**src/rtl/fifo_arb_pkg.sv**
```systemverilog
// Shared types and helpers for the FIFO write-port arbiter.
package fifo_arb_pkg;

  typedef enum logic {
    IDLE   = 1'b0,
    LOCKED = 1'b1
  } arb_state_e;

  localparam int MaxReq = 16;

  // Widths depend on the instance parameters, so they are provided as functions.
  function automatic int req_idx_width(input int num_req);
    return (num_req > 1) ? $clog2(num_req) : 1;
  endfunction

  function automatic int cnt_width(input int max_pkt_len);
    return $clog2(max_pkt_len + 1);
  endfunction

  function automatic logic [MaxReq-1:0] onehot(input logic [3:0] idx);
    logic [MaxReq-1:0] v;
    v      = '0;
    v[idx] = 1'b1;
    return v;
  endfunction

endpackage

```
**src/rtl/fifo_rr_pick.sv**
```systemverilog
// Combinational rotate-priority picker: first asserted request after last_owner, wrapping.
module fifo_rr_pick #(
  parameter int NumReq = 4,
  parameter int IdxW   = 2
) (
  input  logic [NumReq-1:0] req,
  input  logic [IdxW-1:0]   last_owner,
  output logic [IdxW-1:0]   pick,
  output logic              any
);

  int            idx;
  logic [IdxW-1:0] idx_t;

  always_comb begin
    pick  = '0;
    any   = 1'b0;
    idx   = 0;
    idx_t = '0;
    for (int k = 1; k <= NumReq; k++) begin
      idx = int'(last_owner) + k;
      if (idx >= NumReq) idx = idx - NumReq;
      idx_t = IdxW'(idx);
      if (!any && req[idx_t]) begin
        any  = 1'b1;
        pick = idx_t;
      end
    end
  end

endmodule

```
**src/rtl/fifo_wr_arbiter.sv**
```systemverilog
// Packet-locked round-robin arbiter for a FIFO write port, with full-flag backpressure
// and a beat limit that force-releases runaway packets and sets a sticky error.
module fifo_wr_arbiter
  import fifo_arb_pkg::*;
#(
  parameter int NumReq    = 4,
  parameter int DataWidth = 8,
  parameter int MaxPktLen = 16
) (
  input  logic                        clk_wr,
  input  logic                        rst_wr_n,
  input  logic [NumReq-1:0]           i_req_valid,
  input  logic [NumReq-1:0]           i_req_last,
  input  logic [NumReq*DataWidth-1:0] i_req_data,
  output logic [NumReq-1:0]           o_req_ready,
  input  logic                        i_full,
  output logic                        o_wr_en,
  output logic [DataWidth-1:0]        o_wr_data,
  output logic [NumReq-1:0]           o_grant,
  output logic                        o_err_overlong
);

  localparam int IdxW = req_idx_width(NumReq);
  localparam int CntW = cnt_width(MaxPktLen);
  localparam logic [CntW-1:0] CntMax = CntW'(MaxPktLen);
  localparam logic [CntW-1:0] CntOne = CntW'(1);
  localparam logic [IdxW-1:0] LastIdx = IdxW'(NumReq - 1);

  arb_state_e        state_q, state_d;
  logic [NumReq-1:0] grant_q, grant_d;
  logic [IdxW-1:0]   owner_q, owner_d;
  logic [IdxW-1:0]   last_owner_q, last_owner_d;
  logic [CntW-1:0]   beat_cnt_q, beat_cnt_d;
  logic              err_q, err_d;

  logic [IdxW-1:0]   pick;
  logic              any_req;
  logic              locked;
  logic              accept;
  logic              owner_last;
  logic              limit_hit;
  logic [3:0]        pick_idx4;
  logic [MaxReq-1:0] pick_oh;

  fifo_rr_pick #(
    .NumReq(NumReq),
    .IdxW  (IdxW)
  ) u_pick (
    .req       (i_req_valid),
    .last_owner(last_owner_q),
    .pick      (pick),
    .any       (any_req)
  );

  assign locked     = (state_q == LOCKED);
  assign accept     = locked & i_req_valid[owner_q] & ~i_full;
  assign owner_last = i_req_last[owner_q];
  assign limit_hit  = ((beat_cnt_q + CntOne) == CntMax);

  assign o_req_ready    = (locked & ~i_full) ? grant_q : '0;
  assign o_wr_en        = accept;
  assign o_wr_data      = locked ? i_req_data[owner_q*DataWidth +: DataWidth] : '0;
  assign o_grant        = grant_q;
  assign o_err_overlong = err_q;

  always_comb begin
    state_d      = state_q;
    grant_d      = grant_q;
    owner_d      = owner_q;
    last_owner_d = last_owner_q;
    beat_cnt_d   = beat_cnt_q;
    err_d        = err_q;
    pick_idx4    = '0;
    pick_idx4[IdxW-1:0] = pick;
    pick_oh      = onehot(pick_idx4);

    unique case (state_q)
      IDLE: begin
        // Arbitration takes this whole cycle; no beat moves until LOCKED.
        if (any_req) begin
          state_d    = LOCKED;
          owner_d    = pick;
          grant_d    = pick_oh[NumReq-1:0];
          beat_cnt_d = '0;
        end
      end
      LOCKED: begin
        if (accept) begin
          if (beat_cnt_q != CntMax) beat_cnt_d = beat_cnt_q + CntOne;
          if (owner_last || limit_hit) begin
            state_d      = IDLE;
            grant_d      = '0;
            last_owner_d = owner_q;
            err_d        = err_q | ~owner_last;
          end
        end
      end
      default: state_d = IDLE;
    endcase
  end

  always_ff @(posedge clk_wr or negedge rst_wr_n) begin
    if (!rst_wr_n) begin
      state_q      <= IDLE;
      grant_q      <= '0;
      owner_q      <= '0;
      last_owner_q <= LastIdx;
      beat_cnt_q   <= '0;
      err_q        <= 1'b0;
    end else begin
      state_q      <= state_d;
      grant_q      <= grant_d;
      owner_q      <= owner_d;
      last_owner_q <= last_owner_d;
      beat_cnt_q   <= beat_cnt_d;
      err_q        <= err_d;
    end
  end

endmodule

```
**config.mk**
```make
export PLATFORM = sky130hd
export DESIGN_NAME = fifo_wr_arbiter
export DESIGN_NICKNAME = d
export VERILOG_FILES = /design/src/rtl/fifo_arb_pkg.sv /design/src/rtl/fifo_rr_pick.sv /design/src/rtl/fifo_wr_arbiter.sv
export SDC_FILE = /design/constraint.sdc
export NUM_CORES = 1
export LEC_CHECK = 0
export CAP_MARGIN = 0
export CORE_ASPECT_RATIO = 1.75
export CORE_MARGIN = 5
export CORE_UTILIZATION = 37
export DETAILED_ROUTE_END_ITERATION = 8
export PLACE_DENSITY = 0.79
export SYNTH_ARGS = -nofsm -noshare
export SYNTH_HDL_FRONTEND = slang
export SYNTH_HIERARCHICAL = 1
export SYNTH_SLANG_ARGS = --single-unit
```
**constraint.sdc**
```tcl
create_clock -name clk_wr -period 3.2 [get_ports clk_wr]
set_clock_uncertainty 0.2 [all_clocks]
set_input_delay 0.64 -clock clk_wr [delete_from_list [all_inputs] [get_ports clk_wr]]
set_output_delay 0.64 -clock clk_wr [all_outputs]
set_load 0.02 [all_outputs]
```
* Word-level counts from Yosys, hierarchy flattened
Cells that the tools add are included.
** Cells by class
- Add/subtract/negate cells :: 9
- $lt $le $gt $ge :: 11
- Equal/unequal tests :: 6
- Shift operators :: 1
- Multiplexer cells :: 40
- Bitwise gates (word level) :: 7
- Reductions and logical operators :: 12
** Operator list (count)
- 32-bit by 6-bit indexed part select with 8-bit output :: 1
- 2-bit 2-to-1 mux :: 8
- 4-bit 2-to-1 mux :: 4
- 2-bit by 3-bit < comparator with 1-bit output, second input constant :: 5
- 5-bit 2-to-1 mux :: 3
- 1-bit 2-to-1 mux :: 14
- 1-bit binary-select mux with 2-bit select :: 6
- 5-bit one-hot mux with 2 select lines :: 1
- 3-bit >= comparator, second input constant :: 3
- 3-bit AND reduction :: 3
- 8-bit 2-to-1 mux :: 1
- 4-bit one-hot mux with 2 select lines :: 1
- 2-bit by 1-bit subtractor with 2-bit output, second input constant :: 4
- 2-bit by 2-bit adder with 3-bit output, second input constant :: 2
- 5-bit by 1-bit adder with 5-bit output, second input constant :: 1
- 5-bit == test, second input constant :: 1
- 2-bit by 5-bit < comparator with 1-bit output, second input constant :: 1
- 5-bit inequality test, second input constant :: 1
- 2-bit by 3-bit adder with 4-bit output, second input constant :: 1
- 4-bit by 3-bit >= comparator with 1-bit output, second input constant :: 1
- 1-bit logical AND :: 4
- 2-bit by 1-bit inequality test with 1-bit output, second input constant :: 2
- 2-bit inequality test, second input constant :: 2
- 2-bit by 1-bit adder with 3-bit output, second input constant :: 1
- 9 further kinds :: 15
** Storage, ports and cells
- Bits in registers :: 15
- Bits of input ports :: 43
- Output and inout port bits :: 18

* Logic depth before layout (Yosys ltp)
- Word-level depth :: 21
- Gate-level depth with buffers :: 7

* Modules after synthesis
Netlist, hierarchy kept.
** By module, submodules not included
- fifo_wr_arbiter :: times used 1, cells each 95, area each 1026.0 um^2, seq. area each 377.9 um^2
- fifo_rr_pick :: times used 1, cells each 14, area each 91.3 um^2, seq. area each 0.0 um^2

* Least setup slack after synthesis
No wires, ideal clock.
- Path kind :: register to output
- Start :: register owner_q[0]
- End :: output port o_wr_data[0]
- Data arrival time :: 1.402 ns
- Required time :: 2.360 ns
- Slack :: 0.958 ns
- Stages on the path, launching flop included :: 4
- Path buffers :: 1
- Path through :: dfrtp_1 -> buf_2 -> mux4_2 -> and2_1
** Between the ends
- Cells in the longest elaborated chain, start to end :: 2
** RTL lines
- from (decl) :: RTL line fifo_wr_arbiter.sv:31 : logic [IdxW-1:0] owner_q, owner_d;
- from (signal assigned) :: RTL line fifo_wr_arbiter.sv:113 : owner_q <= owner_d;
- 32-bit by 6-bit indexed part select with 8-bit output :: RTL line fifo_wr_arbiter.sv:62 : assign o_wr_data = locked ? i_req_data[owner_q*DataWidth +: DataWidth] : '0;
- 8-bit 2-to-1 mux :: RTL line fifo_wr_arbiter.sv:62
- to (decl) :: RTL line fifo_wr_arbiter.sv:18 : output logic [DataWidth-1:0] o_wr_data,
No other way between the ends.

* Worst setup path in the final report
- Start :: input port i_req_valid[2]
- End :: output port o_wr_en
** Between the ends
- Cells in the longest elaborated chain, start to end :: 4
** RTL lines
- from (decl) :: RTL line fifo_wr_arbiter.sv:12 : input logic [NumReq-1:0] i_req_valid,
- 1-bit binary-select mux with 2-bit select :: RTL line fifo_wr_arbiter.sv:56 : assign accept = locked & i_req_valid[owner_q] & ~i_full;
- 1-bit 2-to-1 mux (implied by the code) :: RTL line fifo_wr_arbiter.sv:56
- 1-bit bitwise AND (2 in a row) :: RTL line fifo_wr_arbiter.sv:56
- to (decl) :: RTL line fifo_wr_arbiter.sv:17 : output logic o_wr_en,
No other way between the ends. The select of a mux whose other input is x is not followed.

==> impl_metrics.yaml <==
pwr:
  leakagePower_nw: 0.705
  power_density_mw_per_mm2: 754
  irDropWorstVdd_v: 0.000449
  report.power.total_mw: 1.35
worst_setup_path:
  worstPathCellList: "clkdlybuf4s50_1 -> mux4_2 -> and2_4 -> clkdlybuf4s50_1"
  critPathKind: "in -> out"
  cp_slowest_stage_delay_ns: 0.53
  endpoint_kind: "output port"
  worstPathRequired_ns: 2.36
  arrival_ns: 2.32
  critPathMostFrequentCell: "clkdlybuf4s50_1"
  worstSetupStartpointType: "input pin"
  r2r_slack_ns: 1.15
  path_max_fanout: 4
  crit_slowest_cell: "clkdlybuf4s50_1"
floorplan:
  die_area_mm2: 0.00426
  die_w_um: 51.5
  coreArea_mm2: 0.00293
  fp.dieH_um: 82.7
  row_count: 26
  pin_count: 61
  start_util: 0.382
logic_synthesis:
  syn-mean-instance-area_um2: 10.3
  synthesis.nets: 154
  synthesis.area_mm2: 0.00112
  post_synth_inst_count: 109
  synth-edff-count: 0
  synth_ff_type: "dfrtp_1"
  yosysWarnings: 6
  yosysSeqAreaShare: 0.338
  yosysUniqueCellTypes: 29
  synth-seq-cells: 15
  async_reset_ff_frac: 1.00
sta:
  holdWs_ns: 0.265
  hold_viol: 0
  setup_viol_count_final: 0
  maxSlewViolCount: 0
  worstMarginPinSlew_ns: 0.643
  finalSetupTns_ns: 0
  period_minus_slack_ns: 3.16
  fmax_mhz: 316
  grt_setup_unrepaired: "false"
  max_slew_margin: 0.570
  post-route-period-util: 0.987
placement:
  globalplace.congestion: 0.787
  io_buffers: 60
  dp_hpwl_mm: 2.62
clocking:
  clk_pin_slew_ns: 0.06
  ctsHoldBuffers: 0
  numCtsBuffers: 3
  cts_buffer_depth: 2
  clk_latency_ns: 0.25
  htreeDepth: 1
  cts_num_sinks: 15
  cts-resized-gates: 0
  root_buffer: "clkbuf_8"
  cts_tree: "yes"
  cts_setup_buffers: 0
global_routing:
  grt_max_degree: 18
  overflow: 0
  use_met1: 0.165
  antenna_found_initial: 0
  grt_pass1_vias: 1139
  grt_pass1_wl_mm: 5.15
  met3_usage: 0.0503
  grtUsageMet2: 0.293
  busiest_layer: "met2"
  grt_usage: 0.160
layout:
  antennaDiodeCount: 0
  nNetsFinal: 217
  drive_gt1_frac: 0.140
  area_delta_synth_final_pct: 60.8
outcome:
  status: "completed"
routing:
  vias: 1112
  routed_wl_mm: 3.16
  first_iter_violations: 24
  drc: 0
  wl_per_cell_um: 15.9
  postRouteAntennaNets: 0
  firstDrtPassIters: 4
  vias_per_cell: 5.59
worst_hold_path:
  min_path_type: "reg -> reg"
job:
  drv_cap: 0
## worst max-delay path, delay by kind of cell
family / cells / cell delay (ns)
buffers and inverters: 2 / 0.99
AND/OR/NAND/NOR: 1 / 0.19
multiplexers: 1 / 0.50
## power by group
group	total [mW]	internal (mW)	switching, mW
registers	0.382	0.270	0.112
clock network	0.150	0.0881	0.0616
logic	0.822	0.465	0.357
total	1.35	0.823	0.530
## sequential cells by signal, indices dropped and copies added (netlist names)
signal and count:
o_err_overlong 1, locked 1, last_owner_q 2, owner_q 2
o_grant 4, beat_cnt_q 5
## kinds of logic after synthesis
family / after synthesis / synth area share
and+or+nand+nor: 44 / 0.214
DFF: 15 / 0.338
muxes: 13 / 0.237
adders and majority gates: 2 / 0.0224
buffers and inverters: 13 / 0.0515
xor gates and xnor gates: 2 / 0.0157
AOI/OAI and AO/OA: 20 / 0.121
## layout make-up
class | count | area (um2)
clock buffers | 4 | 45.0
fillers | 239 | 1130
inverters | 7 | 26.3
multi-input cells | 81 | 682
flip-flops and latches | 15 | 378
well taps | 28 | 35.0
repair buffers | 64 | 631
## layer usage
layer	part of all wire	routed length [um]	vias up
met2	0.50	1600	64
met5	0	0	-
li1	-	-	513
met1	0.36	1130	528
met4	0.018	57	0
met3	0.12	381	7
## synth_stat cells (all sizes together) (4+ instances only)
cell type  instances  area (um2)
o21ai              8        40.0
nor2               4        15.0
clkbuf             4        15.0
nand3              7        35.0
o32ai              4        35.0
mux4              10         225
inv                7        26.3
dfrtp             13         325
and2              13        83.8
nand2             10        37.5
nand2b             5        31.3
a21oi              4        23.8
## worst paths after layout
kind / startpoint / endpoint / depth (start not counted)
max: i_req_valid[2] / o_wr_en / 4
min: o_err_overlong$_DFFE_PN0P_ / o_err_overlong$_DFFE_PN0P_ / 1
max reg2reg: owner_q[1]$_DFFE_PN0P_ / last_owner_q[1]$_DFFE_PN1P_ / 4
min reg2reg: o_err_overlong$_DFFE_PN0P_ / o_err_overlong$_DFFE_PN0P_ / 1
max in group asynchronous: rst_wr_n / beat_cnt_q[1]$_DFFE_PN0P_ / 1
min in group asynchronous: rst_wr_n / beat_cnt_q[2]$_DFFE_PN0P_ / 1
## cell usage in the layout, fill, tap and decap left out, types with 3 or more instances in the layout
master	synthesis	final
clkdlybuf4s50_1	0	60
dfrtp_1	13	13
and2_1	12	12
mux4_2	10	10
nand2_1	10	10
o21ai_0	8	8
inv_1	7	7
nand3_1	7	7
nand2b_1	5	5
nor2_1	4	4
o32ai_1	4	4
buf_4	0	4
a21oi_1	3	3
clkbuf_8	0	3
## per-stage QoR
step / cells / area (um2) / setup slack, ns / utilization
after detailed placement: 195 / 1750 / 0.0670 / 0.598
final: 199 / 1800 / 0.0402 / 0.614
after floorplan: 109 / 1120 / 0.958 / -
after CTS: 199 / 1800 / 0.0533 / 0.614
after global routing: 199 / 1800 / 0.0231 / 0.614
after global placement: 195 / 1750 / 0.0644 / 0.598
(Power assumes the default switching activity.)
